<file path="src/rtl/lsu_pkg.sv">
// Load/store unit shared definitions.
// Holds the FSM state type, RV32I load/store funct3 codes, RAM size codes
// and a small decode helper used when a request is accepted.
package lsu_pkg;

    typedef enum logic [2:0] {
        IDLE  = 3'd0,
        STORE = 3'd1,
        LOAD  = 3'd2,
        EXT   = 3'd3,
        RESP  = 3'd4
    } lsu_state_t;

    // RV32I funct3 encodings for loads (stores reuse the B/H/W codes)
    localparam logic [2:0] F3_B  = 3'b000;
    localparam logic [2:0] F3_H  = 3'b001;
    localparam logic [2:0] F3_W  = 3'b010;
    localparam logic [2:0] F3_BU = 3'b100;
    localparam logic [2:0] F3_HU = 3'b101;

    // RAM size codes
    localparam logic [2:0] MS_BYTE = 3'b000;
    localparam logic [2:0] MS_HALF = 3'b001;
    localparam logic [2:0] MS_WORD = 3'b010;

    // Unsigned loads exist only for byte and halfword; stores have no
    // unsigned variants.
    function automatic logic f3_legal(input logic is_store, input logic [2:0] f3);
        logic ok;
        ok = 1'b0;
        case (f3)
            F3_B, F3_H, F3_W: ok = 1'b1;
            F3_BU, F3_HU:     ok = !is_store;
            default:          ok = 1'b0;
        endcase
        return ok;
    endfunction

endpackage

</file>
<file path="src/rtl/lsu_load_extend.sv">
// Load data extension.
// Purely combinational: turns the zero-extended word returned by the RAM
// into the architectural load result for the given funct3.
// Ports:
//   i_funct3 - RV32I load funct3
//   i_data   - raw RAM read data (already zero-extended by the RAM)
//   o_data   - sign/zero-extended load result
module lsu_load_extend
    import lsu_pkg::*;
#(
    parameter int DATA_W = 32
) (
    input  logic [2:0]        i_funct3,
    input  logic [DATA_W-1:0] i_data,
    output logic [DATA_W-1:0] o_data
);

    always_comb begin
        o_data = i_data;
        case (i_funct3)
            F3_B:    o_data = {{(DATA_W-8){i_data[7]}}, i_data[7:0]};
            F3_H:    o_data = {{(DATA_W-16){i_data[15]}}, i_data[15:0]};
            F3_BU:   o_data = {{(DATA_W-8){1'b0}}, i_data[7:0]};
            F3_HU:   o_data = {{(DATA_W-16){1'b0}}, i_data[15:0]};
            default: o_data = i_data;
        endcase
    end

endmodule

</file>
<file path="src/rtl/load_store_unit.sv">
// Load/store unit between the execute/memory stage and the data RAM.
// Accepts one request at a time, computes ea = base + offset, decodes
// funct3 into a RAM size, checks alignment, drives one cycle of registered
// RAM strobes and returns a one-cycle response pulse.
// Ports:
//   clk, resetn            - clock, asynchronous active-low reset
//   req_*                  - request handshake and operands
//   rsp_valid/rdata/err    - one-cycle completion pulse and its payload
//   MemRead/MemWrite/MemSize/A_Ram/WriteData - registered RAM interface
//   ReadData               - RAM read data, valid the cycle after MemRead
module load_store_unit
    import lsu_pkg::*;
#(
    parameter int ADDR_W = 32,
    parameter int DATA_W = 32
) (
    input  logic              clk,
    input  logic              resetn,
    input  logic              req_valid,
    output logic              req_ready,
    input  logic              req_is_store,
    input  logic [2:0]        req_funct3,
    input  logic [ADDR_W-1:0] req_base,
    input  logic [ADDR_W-1:0] req_offset,
    input  logic [DATA_W-1:0] req_wdata,
    output logic              rsp_valid,
    output logic [DATA_W-1:0] rsp_rdata,
    output logic              rsp_err,
    output logic              MemRead,
    output logic              MemWrite,
    output logic [2:0]        MemSize,
    output logic [ADDR_W-1:0] A_Ram,
    output logic [DATA_W-1:0] WriteData,
    input  logic [DATA_W-1:0] ReadData
);

    lsu_state_t        r_state;
    logic [2:0]        r_funct3;
    logic              r_mem_read;
    logic              r_mem_write;
    logic [2:0]        r_mem_size;
    logic [ADDR_W-1:0] r_a_ram;
    logic [DATA_W-1:0] r_wdata;
    logic              r_rsp_valid;
    logic [DATA_W-1:0] r_rsp_rdata;
    logic              r_rsp_err;

    logic [ADDR_W-1:0] w_ea;
    logic [ADDR_W-1:0] w_addr;
    logic [2:0]        w_size;
    logic              w_misaligned;
    logic              w_err;
    logic              w_accept;
    logic [DATA_W-1:0] w_ext;

    assign w_ea = req_base + req_offset;

    always_comb begin
        w_size = MS_WORD;
        case (req_funct3[1:0])
            2'b00:   w_size = MS_BYTE;
            2'b01:   w_size = MS_HALF;
            default: w_size = MS_WORD;
        endcase
    end

    assign w_misaligned = ((w_size == MS_HALF) && w_ea[0]) ||
                          ((w_size == MS_WORD) && (w_ea[1:0] != 2'b00));
    assign w_err = !f3_legal(req_is_store, req_funct3) || w_misaligned;

    // The RAM picks the upper halfword with A_Ram[1:0] = 01 and rejects 10,
    // so ea[1] is moved down into bit 0 for halfword accesses.
    assign w_addr = (w_size == MS_HALF) ? {w_ea[ADDR_W-1:2], 1'b0, w_ea[1]} : w_ea;

    // Gated by resetn so ready is low while reset is held.
    assign req_ready = resetn && (r_state == IDLE);
    assign w_accept  = req_valid && req_ready;

    lsu_load_extend #(.DATA_W(DATA_W)) u_extend (
        .i_funct3 (r_funct3),
        .i_data   (ReadData),
        .o_data   (w_ext)
    );

    always_ff @(posedge clk or negedge resetn) begin
        if (!resetn) begin
            r_state     <= IDLE;
            r_funct3    <= '0;
            r_mem_read  <= 1'b0;
            r_mem_write <= 1'b0;
            r_mem_size  <= '0;
            r_a_ram     <= '0;
            r_wdata     <= '0;
            r_rsp_valid <= 1'b0;
            r_rsp_rdata <= '0;
            r_rsp_err   <= 1'b0;
        end else begin
            case (r_state)
                IDLE: begin
                    if (w_accept) begin
                        r_funct3 <= req_funct3;
                        if (w_err) begin
                            r_rsp_valid <= 1'b1;
                            r_rsp_err   <= 1'b1;
                            r_state     <= RESP;
                        end else begin
                            r_a_ram    <= w_addr;
                            r_mem_size <= w_size;
                            if (req_is_store) begin
                                r_mem_write <= 1'b1;
                                r_wdata     <= req_wdata;
                                r_state     <= STORE;
                            end else begin
                                r_mem_read <= 1'b1;
                                r_state    <= LOAD;
                            end
                        end
                    end
                end
                STORE: begin
                    r_mem_write <= 1'b0;
                    r_mem_size  <= '0;
                    r_a_ram     <= '0;
                    r_wdata     <= '0;
                    r_rsp_valid <= 1'b1;
                    r_state     <= RESP;
                end
                LOAD: begin
                    r_mem_read <= 1'b0;
                    r_mem_size <= '0;
                    r_a_ram    <= '0;
                    r_state    <= EXT;
                end
                EXT: begin
                    r_rsp_rdata <= w_ext;
                    r_rsp_valid <= 1'b1;
                    r_state     <= RESP;
                end
                RESP: begin
                    r_rsp_valid <= 1'b0;
                    r_rsp_rdata <= '0;
                    r_rsp_err   <= 1'b0;
                    r_state     <= IDLE;
                end
                default: r_state <= IDLE;
            endcase
        end
    end

    assign MemRead   = r_mem_read;
    assign MemWrite  = r_mem_write;
    assign MemSize   = r_mem_size;
    assign A_Ram     = r_a_ram;
    assign WriteData = r_wdata;
    assign rsp_valid = r_rsp_valid;
    assign rsp_rdata = r_rsp_rdata;
    assign rsp_err   = r_rsp_err;

endmodule

</file>
<file path="config.mk">
export PLATFORM = sky130hd
export DESIGN_NAME = load_store_unit
export DESIGN_NICKNAME = d
export VERILOG_FILES = /design/src/rtl/lsu_pkg.sv /design/src/rtl/lsu_load_extend.sv /design/src/rtl/load_store_unit.sv
export SDC_FILE = /design/constraint.sdc
export NUM_CORES = 1
export LEC_CHECK = 0
export BUFFER_PORTS_ARGS = -buffer_cell sky130_fd_sc_hd__buf_2
export CAP_MARGIN = 40
export CELL_PAD_IN_SITES_DETAIL_PLACEMENT = 0
export CELL_PAD_IN_SITES_GLOBAL_PLACEMENT = 2
export CORE_UTILIZATION = 30
export CTS_BUF_LIST = sky130_fd_sc_hd__clkbuf_4
export CTS_CLUSTER_DIAMETER = 50
export DETAILED_ROUTE_END_ITERATION = 10
export GPL_TIMING_DRIVEN = 0
export PLACE_DENSITY = 0.8
export SYNTH_ARGS = -nofsm -noshare
export SYNTH_HDL_FRONTEND = slang
export SYNTH_HIERARCHICAL = 1
export SYNTH_SLANG_ARGS = --single-unit
</file>
<file path="constraint.sdc">
create_clock -name clk -period 2.9 [get_ports clk]
set_input_delay 0 -clock clk [delete_from_list [all_inputs] [get_ports clk]]
set_output_delay 0 -clock clk [all_outputs]
set_load 0.02 [all_outputs]
</file>
==> results of run 1 <==
[area by class of cell]
| type | count | area, um2 |
|---|---|---|
| Clock inverter | 7 | 73.8 |
| Buffer | 54 | 295 |
| Inverter | 6 | 22.5 |
| Timing Repair Buffer | 322 | 2110 |
| Multi-Input combinational cell | 462 | 3090 |
| Clock buffer | 9 | 67.6 |
| Antenna cell | 2 | 5.00 |
| Fill cell | 1917 | 11000 |
| Tap cell | 265 | 332 |
| Sequential cell | 108 | 2700 |
[repair_timing]
action	in CTS	in global routing
endpoints found under the hold margin	191	0
setup endpoints to repair	0	0
hold buffers	91	0
[metrics by stage]
stage,util (%),cell area [um2],hold slack [ns]
global placement,38.5,7590,0.216
detailed placement,38.7,7620,-0.114
finish,44.1,8690,0.0480
global route,44.1,8690,0.0206
CTS,44.0,8680,0.00669
floorplan,-,6110,-0.296
[per-layer routing]
| layer | track usage [%] | vias to the layer above |
|---|---|---|
| li1 | - | 2988 |
| met1 | 24.3 | 2842 |
| met2 | 32.3 | 190 |
| met3 | 3.72 | 16 |
| met4 | 5.54 | 0 |
| met5 | 0 | - |
[power groups by stage]
stage	Sequential [mW]	Clock, mW	Combinational [mW]
global route	2.44	0.905	3.75
detailed placement	2.40	0	3.25
finish	2.37	0.811	3.41
floorplan	3.03	0	1.44
global placement	2.39	0	3.24
CTS	2.37	0.856	3.44
[synth_stat cells (all sizes together) (6+ instances only)]
library cell / n / area share (%)
xor2: 17 / 2.4
nor2: 22 / 1.4
nand2: 81 / 5.0
a31oi: 7 / 0.72
clkbuf: 23 / 1.4
or3: 6 / 0.61
a21oi: 42 / 3.4
nand4: 11 / 1.1
a21o: 11 / 1.4
o21ai: 66 / 5.4
dfrtp: 108 / 44
o21bai: 6 / 0.74
nor2b: 7 / 0.72
nand3: 10 / 0.82
a22o: 66 / 9.5
a211oi: 6 / 0.74
buf: 31 / 3.4
inv: 6 / 0.37
ha: 31 / 6.4
xnor2: 6 / 0.86
[worst max-delay path by stage]
stage,from,to,slack (ns)
floorplan,r_state[0],A_Ram[25],0.50
global placement,resetn,WriteData[19],-1.00
detailed placement,req_base[0],A_Ram[0],-0.001
CTS,resetn,A_Ram[0],0.44
global route,resetn,A_Ram[0],0.22
finish,resetn,A_Ram[2],0.49
[sequential cells by signal, summed over array words and instances (netlist names)]
name       flops
MemWrite       1
MemRead        1
rsp_err        1
WriteData     32
rsp_rdata     32
r_funct3       3
A_Ram         32
MemSize        2
r_state        3
rsp_valid      1
[kinds of logic after synthesis]
group / Yosys count
compound gates: 238
xor+xnor: 23
fa+ha+maj: 32
buf+inv: 60
flops: 108
mux: 6
other cells: 1
simple gates: 162
[worst reg2reg max path: stages (launching register included)]
cell,delay [ns]
sky130_fd_sc_hd__dfrtp_1,0.44
sky130_fd_sc_hd__buf_1,0.25
sky130_fd_sc_hd__o31ai_1,0.52
sky130_fd_sc_hd__clkbuf_1,0.45
sky130_fd_sc_hd__buf_2,0.36
sky130_fd_sc_hd__nand2_1,0.09
sky130_fd_sc_hd__o41ai_1,0.07
==> parameters.txt, run 1 <==
Parameter                              Value

Status
  Outcome    finished clean

Timing
  Clock period minus final worst setup slack    about 2.4 ns
  Max Clk Rate    around 420 MHz
  Number of setup violations in the final report    0
  Final slew viol count    0
  Actual transition at the worst max-transition pin    0.595 ns
  Clk_skew    between 0.02 and 0.025 ns
  Final worst-path cycle share    slightly above 80%
  Hold violation count in the final report    0
  Worst slew margin relative to its limit    between 60 and 70%
  Worst path setup slack after routing    roughly 0.5 ns
  RSZ-0062 raised after global routing    no
  TNS Setup    0 ns

Clocking
  Insertion delay of the later-clocked pin in the worst-skew pair    about 0.5 ns
  Clock buffer count from CTS    9
  Number of gates given a new drive strength after cts    0
  CTS tree    built
  Clock tree buffer depth    2
  TritonCTS sink count    between 100 and 150
  Clk root buf    sky130_fd_sc_hd__clkbuf_4
  CTS H-Tree Depth    3
  Post-CTS setup buffer count    0
  CTS clock-pin slew for the worst setup and hold paths    around 0.20 ns

Place
  Port-buffer cells    230
  Routability Congestion    slightly above 0.8
  Cell total after placement    roughly 1100
  Placement-stage worst setup slack    -0.00148 ns
  Estimated wirelength of the detail-placed design    between 10000 and 15000 um

Logic synthesis
  Post-Syn Area per Cell    about 9.7 um2
  Count of warnings emitted by yosys    6
  Synthesized flop and latch total    ~110
  Post-synthesis mux area share    roughly 1.1%
  Adder-cell area share of the yosys netlist    roughly 6.7%
  Compound-cell area share of the yosys netlist    26.9%
  Number of instances in the synthesized netlist    630
  Simple-gate portion of the synthesized area    about an eighth
  Yosys cell types    just over 60
  Top flip-flop cell by instance count after synthesis    sky130_fd_sc_hd__dfrtp_1
  Synthesized Nets    about 800
  Synth Area in XOR/XNOR    under 10%
  Main combinational cell family by area after synthesis    compound AO/OA/AOI/OAI gates
  Area of the mapped netlist    about 0.0061 mm2
  Number of flops mapped to enable cells by yosys    0
  Proportion of synthesized flip-flops having asynchronous set or reset    100%
  Portion of the post-synthesis area used by sequential elements    approximately 44%

Worst setup path
  Critical path's largest stage delay    ~0.55 ns
  Worst R2R Path Depth    6
  Reg-to-reg slack, setup    0.64 ns
  Critical path peak fanout    between 80 and 90
  Number of gates on the worst path with buffers counted    10
  Worst-path cell chain    dlygate4sd3_1, buf_6, buf_16, nand2_1, and2b_1, o31ai_1, clkbuf_1, buf_2, nand2_1, o41ai_1
  Sort of element at the end of the critical path    flip-flop
  Crit-path most repeated cell    sky130_fd_sc_hd__nand2_1
  WS Path Type    input port to flip-flop
  Crit path required time    3.29 ns
  Family with the most delay on the worst path    buffers and inverters
  Slowest cell on the critical path    sky130_fd_sc_hd__dlygate4sd3_1
  Buffer and inverter count on the worst path    5
  Worst flop-to-flop path endpoint    A_Ram[2]
  Data arrival, critical path    around 2.8 ns
  CP Launch Type    input port
  Worst reg2reg startpoint    r_state[0]

Die
  Die extent in y    around 140 um
  Starting utilization of the core area    31.0%
  Die area    between 0.02 and 0.025 mm2
  Core outline area    between 0.015 and 0.02 mm2
  Number of cell rows    51
  I/O pin total    approximately 240
  Die Width    about 140 um

Layout
  Most common cell after layout, fill and taps aside    sky130_fd_sc_hd__buf_2
  Area growth from synthesis to final layout    42.3%
  Top library cells by usage in the layout, fill and taps aside    242 x sky130_fd_sc_hd__buf_2, 108 x sky130_fd_sc_hd__dfrtp_1, 90 x sky130_fd_sc_hd__dlygate4sd3_1
  Count of non-filler cells in the finished layout    ~1200
  Fraction of final layout cells sized beyond drive strength 1    between 20 and 30%
  Nets    about 1100

Power
  Combinational power share    between 50% and 60%
  Portion of total power attributed to sequential cells    between 30% and 40%
  Reported net switching power    between 2 and 3 mW
  Switching part of the total    between 40 and 50%
  Power consumption    around 6.6 mW
  Pwr Density    between 700 and 800 mW/mm2
  Max VDD drop    between 0.2 and 0.3 mV
  P_leak    around 4.4 nW
  Int Pwr    3.61 mW
  Part of the total power dissipated in the clock network    roughly 12%

Route
  Remaining number of nets flagged by the antenna check after routing    0
  Highest metal layer with signal wires    met4
  DR iter-0 viols    about 220
  Wire length on met1    between 9000 and 10000 um
  Met3 wire len    between 1000 and 1500 um
  Post-route DRC    0
  Detailed-routing iteration count for the pre-antenna-repair pass    4
  Amount of wire on met2 after detailed routing    9460 um
  Total Wirelength    roughly 20000 um
  Via density per instance    ~5
  Total vias in the final route    roughly 6000
  Wire length per cell    roughly 16 um

Global route
  Global-route wire length before repair    30700 um
  Global Route Usage Sum    a little under a fifth
  Antenna violations before repair    2
  Largest net degree at the start of global routing    84
  Via count of the first global-routing pass    5800
  Overflow left after global routing    0

Min path
  Endpoint, Worst Hold    A_Ram[8]
  WHS Path Cells    4
  Launch instance of the worst min-delay path    req_base[8]
  Hold Crit Class    input port to flip-flop

Job
  MaxCap Viol Count    0
Note: power is estimated with default switching activity, not from simulation.
==> run 2, diff against run 1 <==
--- a/config.mk
+++ b/config.mk
@@ -5,16 +5,17 @@
 export SDC_FILE = /design/constraint.sdc
 export NUM_CORES = 1
 export LEC_CHECK = 0
+export ABC_AREA = 1
 export BUFFER_PORTS_ARGS = -buffer_cell sky130_fd_sc_hd__buf_2
 export CAP_MARGIN = 40
 export CELL_PAD_IN_SITES_DETAIL_PLACEMENT = 0
 export CELL_PAD_IN_SITES_GLOBAL_PLACEMENT = 2
-export CORE_UTILIZATION = 30
+export CORE_UTILIZATION = 27
 export CTS_BUF_LIST = sky130_fd_sc_hd__clkbuf_4
 export CTS_CLUSTER_DIAMETER = 50
 export DETAILED_ROUTE_END_ITERATION = 10
 export GPL_TIMING_DRIVEN = 0
-export PLACE_DENSITY = 0.8
+export PLACE_DENSITY = 0.78
 export SYNTH_ARGS = -nofsm -noshare
 export SYNTH_HDL_FRONTEND = slang
 export SYNTH_HIERARCHICAL = 1
==> constraint.sdc (replaced) <==
create_clock -name clk -period 2.4 [get_ports clk]
set_input_delay 0 -clock clk [delete_from_list [all_inputs] [get_ports clk]]
set_output_delay 0 -clock clk [all_outputs]
set_load 0.02 [all_outputs]
==> run 2 against run 1 <==
Synthesized area grew 15%. Flip-flop and latch count unchanged. Sequential share of layout area down 3.5 points. Worst setup slack lost 0.24 ns. First-iteration DRC count increased by 96%. Worst hold slack worse by 0.011 ns. Utilization is 5.5 points lower. Critical path depth is 2 higher. Clock-buffer cell count up 1. Via count rose by 20%.
==> parameters.txt, run 2 <==
Parameter                              Value

Place
  Estimated wirelength of the detail-placed design    17900 um
  Port-buffer cells    230
  Routability Congestion    roughly 0.76
  Total placed instance area    between 0.008 and 0.009 mm2
  Cell total after placement    1597

Timing
  Final slew viol count    0
  Final worst-path cycle share    89.6%
  Worst slew margin relative to its limit    65.7%
  Clk_skew    about 0.027 ns
  Actual transition at the worst max-transition pin    0.514 ns
  Number of setup violations in the final report    0
  TNS Setup    0 ns
  Clock period minus final worst setup slack    around 2.2 ns
  RSZ-0062 raised after global routing    no
  Max Clk Rate    465 MHz
  Hold violation count in the final report    0

Logic synthesis
  Synthesized Nets    between 1000 and 1500
  Number of instances in the synthesized netlist    just over 1000
  Top flip-flop cell by instance count after synthesis    sky130_fd_sc_hd__dfrtp_1
  Largest cells by area after synthesis    sky130_fd_sc_hd__dfrtp_1 38%, sky130_fd_sc_hd__nand2_1 22%, sky130_fd_sc_hd__inv_1 11%
  Proportion of netlist area held by the largest area contributor    roughly two fifths
  Area of the mapped netlist    ~0.007 mm2
  Largest area contributor in the synthesized netlist    sky130_fd_sc_hd__dfrtp_1
  Most common cell in the synthesized netlist    sky130_fd_sc_hd__nand2_1
  Yosys cell types    36
  Post-Syn Area per Cell    roughly 6.8 um2
  Synthesized flop and latch total    about 110
  Portion of the post-synthesis area used by sequential elements    around two fifths
  Proportion of synthesized flip-flops having asynchronous set or reset    100%
  Leading cell types by count after synthesis    418 x sky130_fd_sc_hd__nand2_1, 199 x sky130_fd_sc_hd__inv_1, 108 x sky130_fd_sc_hd__dfrtp_1, 69 x sky130_fd_sc_hd__nand3_1, 50 x sky130_fd_sc_hd__nor2_1
  Count of warnings emitted by yosys    6
  Number of flops mapped to enable cells by yosys    0

Power
  Reported net switching power    3.85 mW
  Int Pwr    4.48 mW
  Switching part of the total    between 40% and 50%
  P_leak    5.77 nW
  Max VDD drop    ~0.48 mV
  Power consumption    8.33 mW
  Part of the total power dissipated in the clock network    about an eighth
  Combinational power share    54.3%
  Portion of total power attributed to sequential cells    roughly 33%
  Pwr Density    851 mW/mm2

Clocking
  TritonCTS sink count    between 100 and 150
  Clock tree buffer depth    2
  Insertion delay of the later-clocked pin in the worst-skew pair    a little under 0.5 ns
  Number of gates given a new drive strength after cts    0
  Clk root buf    sky130_fd_sc_hd__clkbuf_4
  CTS H-Tree Depth    3
  Hold buffer count at CTS    ~100
  CTS tree    built
  CTS clock-pin slew for the worst setup and hold paths    ~0.16 ns
  Post-CTS setup buffer count    0
  Clock buffer count from CTS    9

Layout
  Most common cell after layout, fill and taps aside    sky130_fd_sc_hd__nand2_1
  Count of non-filler cells in the finished layout    between 1500 and 2000
  Fill count    ~2800
  Cell area after layout    0.00978 mm2
  Area growth from synthesis to final layout    39.1%
  Post-layout utilization of the core    ~39%
  Fraction of final layout cells sized beyond drive strength 1    about a fifth
  Top library cells by usage in the layout, fill and taps aside    418 x sky130_fd_sc_hd__nand2_1, 237 x sky130_fd_sc_hd__buf_2, 199 x sky130_fd_sc_hd__inv_1
  Nets    ~1500

Worst setup path
  Critical path peak fanout    between 70 and 80
  Data arrival, critical path    between 2 and 3 ns
  WS Path Type    input port to flip-flop
  Critical path's largest stage delay    approximately 0.54 ns
  Worst R2R Path Depth    9
  CP Launch Type    input port
  Slowest cell on the critical path    sky130_fd_sc_hd__dlygate4sd3_1
  Crit path required time    about 2.8 ns
  Worst-path cell chain    dlygate4sd3_1, buf_6, buf_12, buf_16, inv_1, nor3_4, nor2_2, nor3_2, buf_4, buf_4, nand3_1, nand2_1
  Sort of element at the end of the critical path    flip-flop
  Crit-path most repeated cell    sky130_fd_sc_hd__buf_4

Route
  Post-route DRC    0
  Total vias in the final route    7248
  DR iter-0 viols    ~440
  Detailed-routing iteration count for the pre-antenna-repair pass    4
  Wire length per cell    13.4 um
  Remaining number of nets flagged by the antenna check after routing    0
  Via density per instance    between 4 and 5
  Total Wirelength    between 20000 and 25000 um

Global route
  Global-route wire length before repair    36500 um
  Global Route Usage Sum    17.4%
  Antenna violations before repair    1
  Via count of the first global-routing pass    about 7200
  Overflow left after global routing    0
  Largest net degree at the start of global routing    75

Die
  Die extent in y    roughly 160 um
  Starting utilization of the core area    27.7%
  Die area    between 0.02 and 0.03 mm2
  I/O pin total    about 240
  Number of cell rows    58
  Core outline area    0.0254 mm2
  Die Width    between 150 and 200 um

Status
  Outcome    finished clean

Min path
  Hold Crit Class    input port to flip-flop
  WHS Path Cells    5

Job
  MaxCap Viol Count    0
run 2: cell count changes in the layout (fill, tap and decap cells not counted), moves of 7 or more:
| cell | delta |
|---|---|
| sky130_fd_sc_hd__xor2_1 | -16 |
| sky130_fd_sc_hd__clkbuf_1 | -16 |
| sky130_fd_sc_hd__nand2_1 | +337 |
| sky130_fd_sc_hd__o22ai_1 | +32 |
| sky130_fd_sc_hd__nor2_1 | +28 |
| sky130_fd_sc_hd__nand3_1 | +59 |
| sky130_fd_sc_hd__a21o_1 | -10 |
| sky130_fd_sc_hd__o21ai_0 | -35 |
| sky130_fd_sc_hd__a21oi_1 | -17 |
| sky130_fd_sc_hd__a22o_1 | -66 |
| sky130_fd_sc_hd__nor2b_1 | -7 |
| sky130_fd_sc_hd__inv_1 | +193 |
run 2: routing by layer:
metal / track usage, % / vias to the layer above / routed length [um]
met2: 30.3 / 179 / 10800
met4: 4.63 / 0 / 302
met3: 2.26 / 21 / 1040
li1: - / 3830 / -
met5: 0 / - / 0
met1: 22.6 / 3218 / 10700
run 2: through the flow:
stage          hold slack (ns)  setup slack, ns
6_report                0.0373            0.249
5_1_grt                 0.0349            0.107
4_1_cts               0.000728            0.262
3_5_place_dp           -0.0761          -0.0981
3_3_place_gp             0.196            -1.42
2_1_floorplan           -0.296            0.650
run 2: path summary, 6_finish.rpt:
path	start	endpoint	slack [ns]
min	req_base[12]	A_Ram[12]	0.04
max	resetn	A_Ram[24]	0.25
min reg2reg	A_Ram[21]	A_Ram[21]	0.49
max in group asynchronous	resetn	A_Ram[17]	1.90
max reg2reg	r_state[0]	A_Ram[24]	0.31
min in group asynchronous	resetn	rsp_rdata[14]	0.06
run 2: cells by family after synthesis:
group / count (synthesis) / synth area share [%]
AO/OA/AOI/OAI: 89 / 7.38
other: 1 / 0.0533
AND/OR/NAND/NOR: 560 / 32.8
buffers and inverters: 233 / 13.9
flip-flops: 108 / 38.4
XOR/XNOR: 13 / 1.62
adder cells (fa/ha/maj): 32 / 5.80
run 2: area by class of cell:
class	instances	area [um2]	share of cell area [%]
Multi-Input combinational cell	695	3350	34.2
Sequential cell	108	2700	27.6
Timing Repair Buffer	329	2190	22.3
Inverter	201	754	7.71
Tap cell	330	413	4.22
Buffer	32	224	2.29
Clock inverter	5	76.3	0.780
Clock buffer	10	75.1	0.767
Antenna cell	1	2.50	0.0256
run 2: power groups by stage:
stage,clock network [mW],registers [mW],logic [mW]
global route,1.15,2.85,5.10
CTS,1.09,2.78,4.60
floorplan,0,3.47,2.18
global placement,0,2.80,4.32
finish,1.03,2.77,4.53
detailed placement,0,2.82,4.34
run 2: worst max-delay path: cells and delay by family:
kind	cells	cell delay (ns)
buffers and inverters	7	1.66
AND/OR/NAND/NOR	5	0.84
==> run 3, diff against run 2 <==
--- a/config.mk
+++ b/config.mk
@@ -16,6 +16,7 @@
 export DETAILED_ROUTE_END_ITERATION = 10
 export GPL_TIMING_DRIVEN = 0
 export PLACE_DENSITY = 0.78
+export REMOVE_ABC_BUFFERS = 1
 export SYNTH_ARGS = -nofsm -noshare
 export SYNTH_HDL_FRONTEND = slang
 export SYNTH_HIERARCHICAL = 1
==> run 3 against run 2 <==
Clock power about the same. Critical endpoint is now A_Ram[14]. Sequential share of layout area shrank 0.74 points. Largest power group unchanged. Final area grew 2.7%. Critical path depth shrank 1. Clock-buffer cell count is 1 lower.
==> parameters.txt, run 3 (synthesis gave the netlist of run 2 again) <==
Parameter                              Value

Die
  Die extent in y    ~160 um
  Die area    0.0267 mm2
  Die Width    ~160 um
  Starting utilization of the core area    about 28%
  Core outline area    about 0.025 mm2
  Number of cell rows    58
  I/O pin total    239

Clocking
  CTS clock-pin slew for the worst setup and hold paths    approximately 0.19 ns
  CTS H-Tree Depth    3
  Clock buffer count from CTS    9
  CTS tree    built
  Insertion delay of the later-clocked pin in the worst-skew pair    a little over 0.5 ns
  TritonCTS sink count    ~110
  Clk root buf    sky130_fd_sc_hd__clkbuf_4
  Clock tree buffer depth    2

Worst setup path
  Data arrival, critical path    2.62 ns
  WS Path Type    input port to flip-flop
  Sort of element at the end of the critical path    flip-flop
  Worst reg2reg startpoint    r_funct3[1]
  Source of the critical timing path    req_offset[1]
  CP Launch Type    input port
  Worst R2R Path Depth    6
  Crit path required time    approximately 2.8 ns
  Critical path peak fanout    4

Timing
  RSZ-0062 raised after global routing    no
  Worst path setup slack after routing    ~0.21 ns
  Worst slew margin relative to its limit    between 40% and 50%
  Final worst-path cycle share    91.3%
  Number of setup violations in the final report    0
  Actual transition at the worst max-transition pin    0.771 ns
  Hold violation count in the final report    0
  Max Clk Rate    about 460 MHz
  Final slew viol count    0
  Clk_skew    0.0367 ns
  Clock period minus final worst setup slack    ~2.2 ns

Route
  Post-route DRC    0
  Total vias in the final route    between 7000 and 8000
  Total Wirelength    23200 um
  Detailed-routing iteration count for the pre-antenna-repair pass    4
  Wire length per cell    13.4 um
  Via density per instance    ~4.3
  DR iter-0 viols    about 390
  Remaining number of nets flagged by the antenna check after routing    0

Min path
  WHS Path Cells    4
  Launch instance of the worst min-delay path    req_base[7]
  Hold Crit Class    input port to flip-flop

Global route
  Largest net degree at the start of global routing    around 80
  Overflow left after global routing    0
  Global Route Usage Sum    approximately 17%
  Via count of the first global-routing pass    slightly above 7000
  Global-route wire length before repair    36900 um
  Antenna violations before repair    1

Place
  Routability Congestion    0.780
  Port-buffer cells    between 200 and 250
  Cell total after placement    1575
  Placement-stage worst setup slack    -0.106 ns
  Estimated wirelength of the detail-placed design    ~17000 um

Power
  Pwr Density    just over 800 mW/mm2
  Max VDD drop    between 0.4 and 0.5 mV
  Power consumption    ~8.3 mW
  P_leak    5.85 nW

Layout
  Area growth from synthesis to final layout    43.0%
  Post-layout utilization of the core    between 30% and 40%
  Most common cell after layout, fill and taps aside    sky130_fd_sc_hd__nand2_1
  Nets    1558
  Top library cells by usage in the layout, fill and taps aside    418 x sky130_fd_sc_hd__nand2_1, 236 x sky130_fd_sc_hd__buf_2, 198 x sky130_fd_sc_hd__inv_1
  Count of non-filler cells in the finished layout    between 1500 and 2000
  Fraction of final layout cells sized beyond drive strength 1    approximately a fifth
  Fill count    around 2800

Status
  Outcome    finished clean

Job
  MaxCap Viol Count    0
==> run 3: changes by cell type in the layout (fill, tap and decap cells not counted), moves of 2 or more <==
cell,previous run,this run
sky130_fd_sc_hd__inv_8,0,2
sky130_fd_sc_hd__buf_4,11,2
sky130_fd_sc_hd__diode_2,1,3
sky130_fd_sc_hd__clkbuf_1,6,0
sky130_fd_sc_hd__clkinv_8,0,2
sky130_fd_sc_hd__buf_16,1,3
sky130_fd_sc_hd__dlygate4sd3_1,96,132
sky130_fd_sc_hd__bufinv_16,2,0
sky130_fd_sc_hd__buf_6,8,1
sky130_fd_sc_hd__clkinv_1,2,0
sky130_fd_sc_hd__clkinvlp_4,0,2
==> run 3: worst paths after layout <==
kind / to / slack (ns)
worst min-delay path: A_Ram[7] / 0.04
worst max register to register: rsp_rdata[30] / 0.22
worst min register to register: WriteData[19] / 0.50
min in group asynchronous: rsp_rdata[29] / 0.52
worst max-delay path: A_Ram[14] / 0.21
max in group asynchronous: WriteData[14] / 1.41
==> run 3: metrics by stage <==
| stage | hold slack [ns] | setup TNS (ns) | instance area, um2 |
|---|---|---|---|
| after CTS | 0.00332 | 0 | 10000 |
| after floorplan | -0.296 | 0 | 6810 |
| after global routing | 0.00356 | 0 | 10100 |
| after detailed placement | -0.0977 | -1.02 | 8540 |
| final | 0.0417 | 0 | 10100 |
| after global placement | 0.195 | -212.07 | 8410 |
==> run 3: layer usage <==
layer / global-route usage, % / vias up / share of wire (%)
met5: 0 / - / 0
met4: 3.57 / 0 / 0.93
met3: 3.33 / 15 / 6.0
met2: 29.5 / 204 / 46
met1: 22.9 / 3294 / 47
li1: - / 3876 / -
==> run 3: final cells by class <==
class                   instances  area, um2  share of cell area (%)
diodes                          3       7.51                  0.0747
clock buffers                   9       67.6                   0.672
clock inverters                 7       80.1                   0.797
inverters                     201        758                    7.54
multi-input cells             695       3370                    33.6
flip-flops and latches        108       2700                    26.9
well taps                     330        413                    4.11
repair buffers                376       2650                    26.4
==> run 3: report_power, final <==
part           switching [mW]  internal, mW
Sequential              0.377          2.42
Clock                   0.773         0.251
Combinational            2.84          1.65
Total                    3.99          4.32
==> run 3: repair_timing <==
action	CTS	global route
hold buffers	133	0
endpoints found under the hold margin	210	0
setup buffers	0	2
gates resized for setup	0	1
endpoints found under the setup margin	0	6
==> run 3: critical path, cell delays in order <==
cell                            delay (ns)
sky130_fd_sc_hd__dlygate4sd3_1        0.52
sky130_fd_sc_hd__buf_2                0.11
sky130_fd_sc_hd__inv_1                0.05
sky130_fd_sc_hd__fa_1                 0.51
sky130_fd_sc_hd__nand4_1              0.13
sky130_fd_sc_hd__nand2_1              0.17
sky130_fd_sc_hd__nand2_1              0.17
sky130_fd_sc_hd__nor3_4               0.42
sky130_fd_sc_hd__clkinvlp_4           0.19
sky130_fd_sc_hd__buf_4                0.18
sky130_fd_sc_hd__o21ai_1              0.16
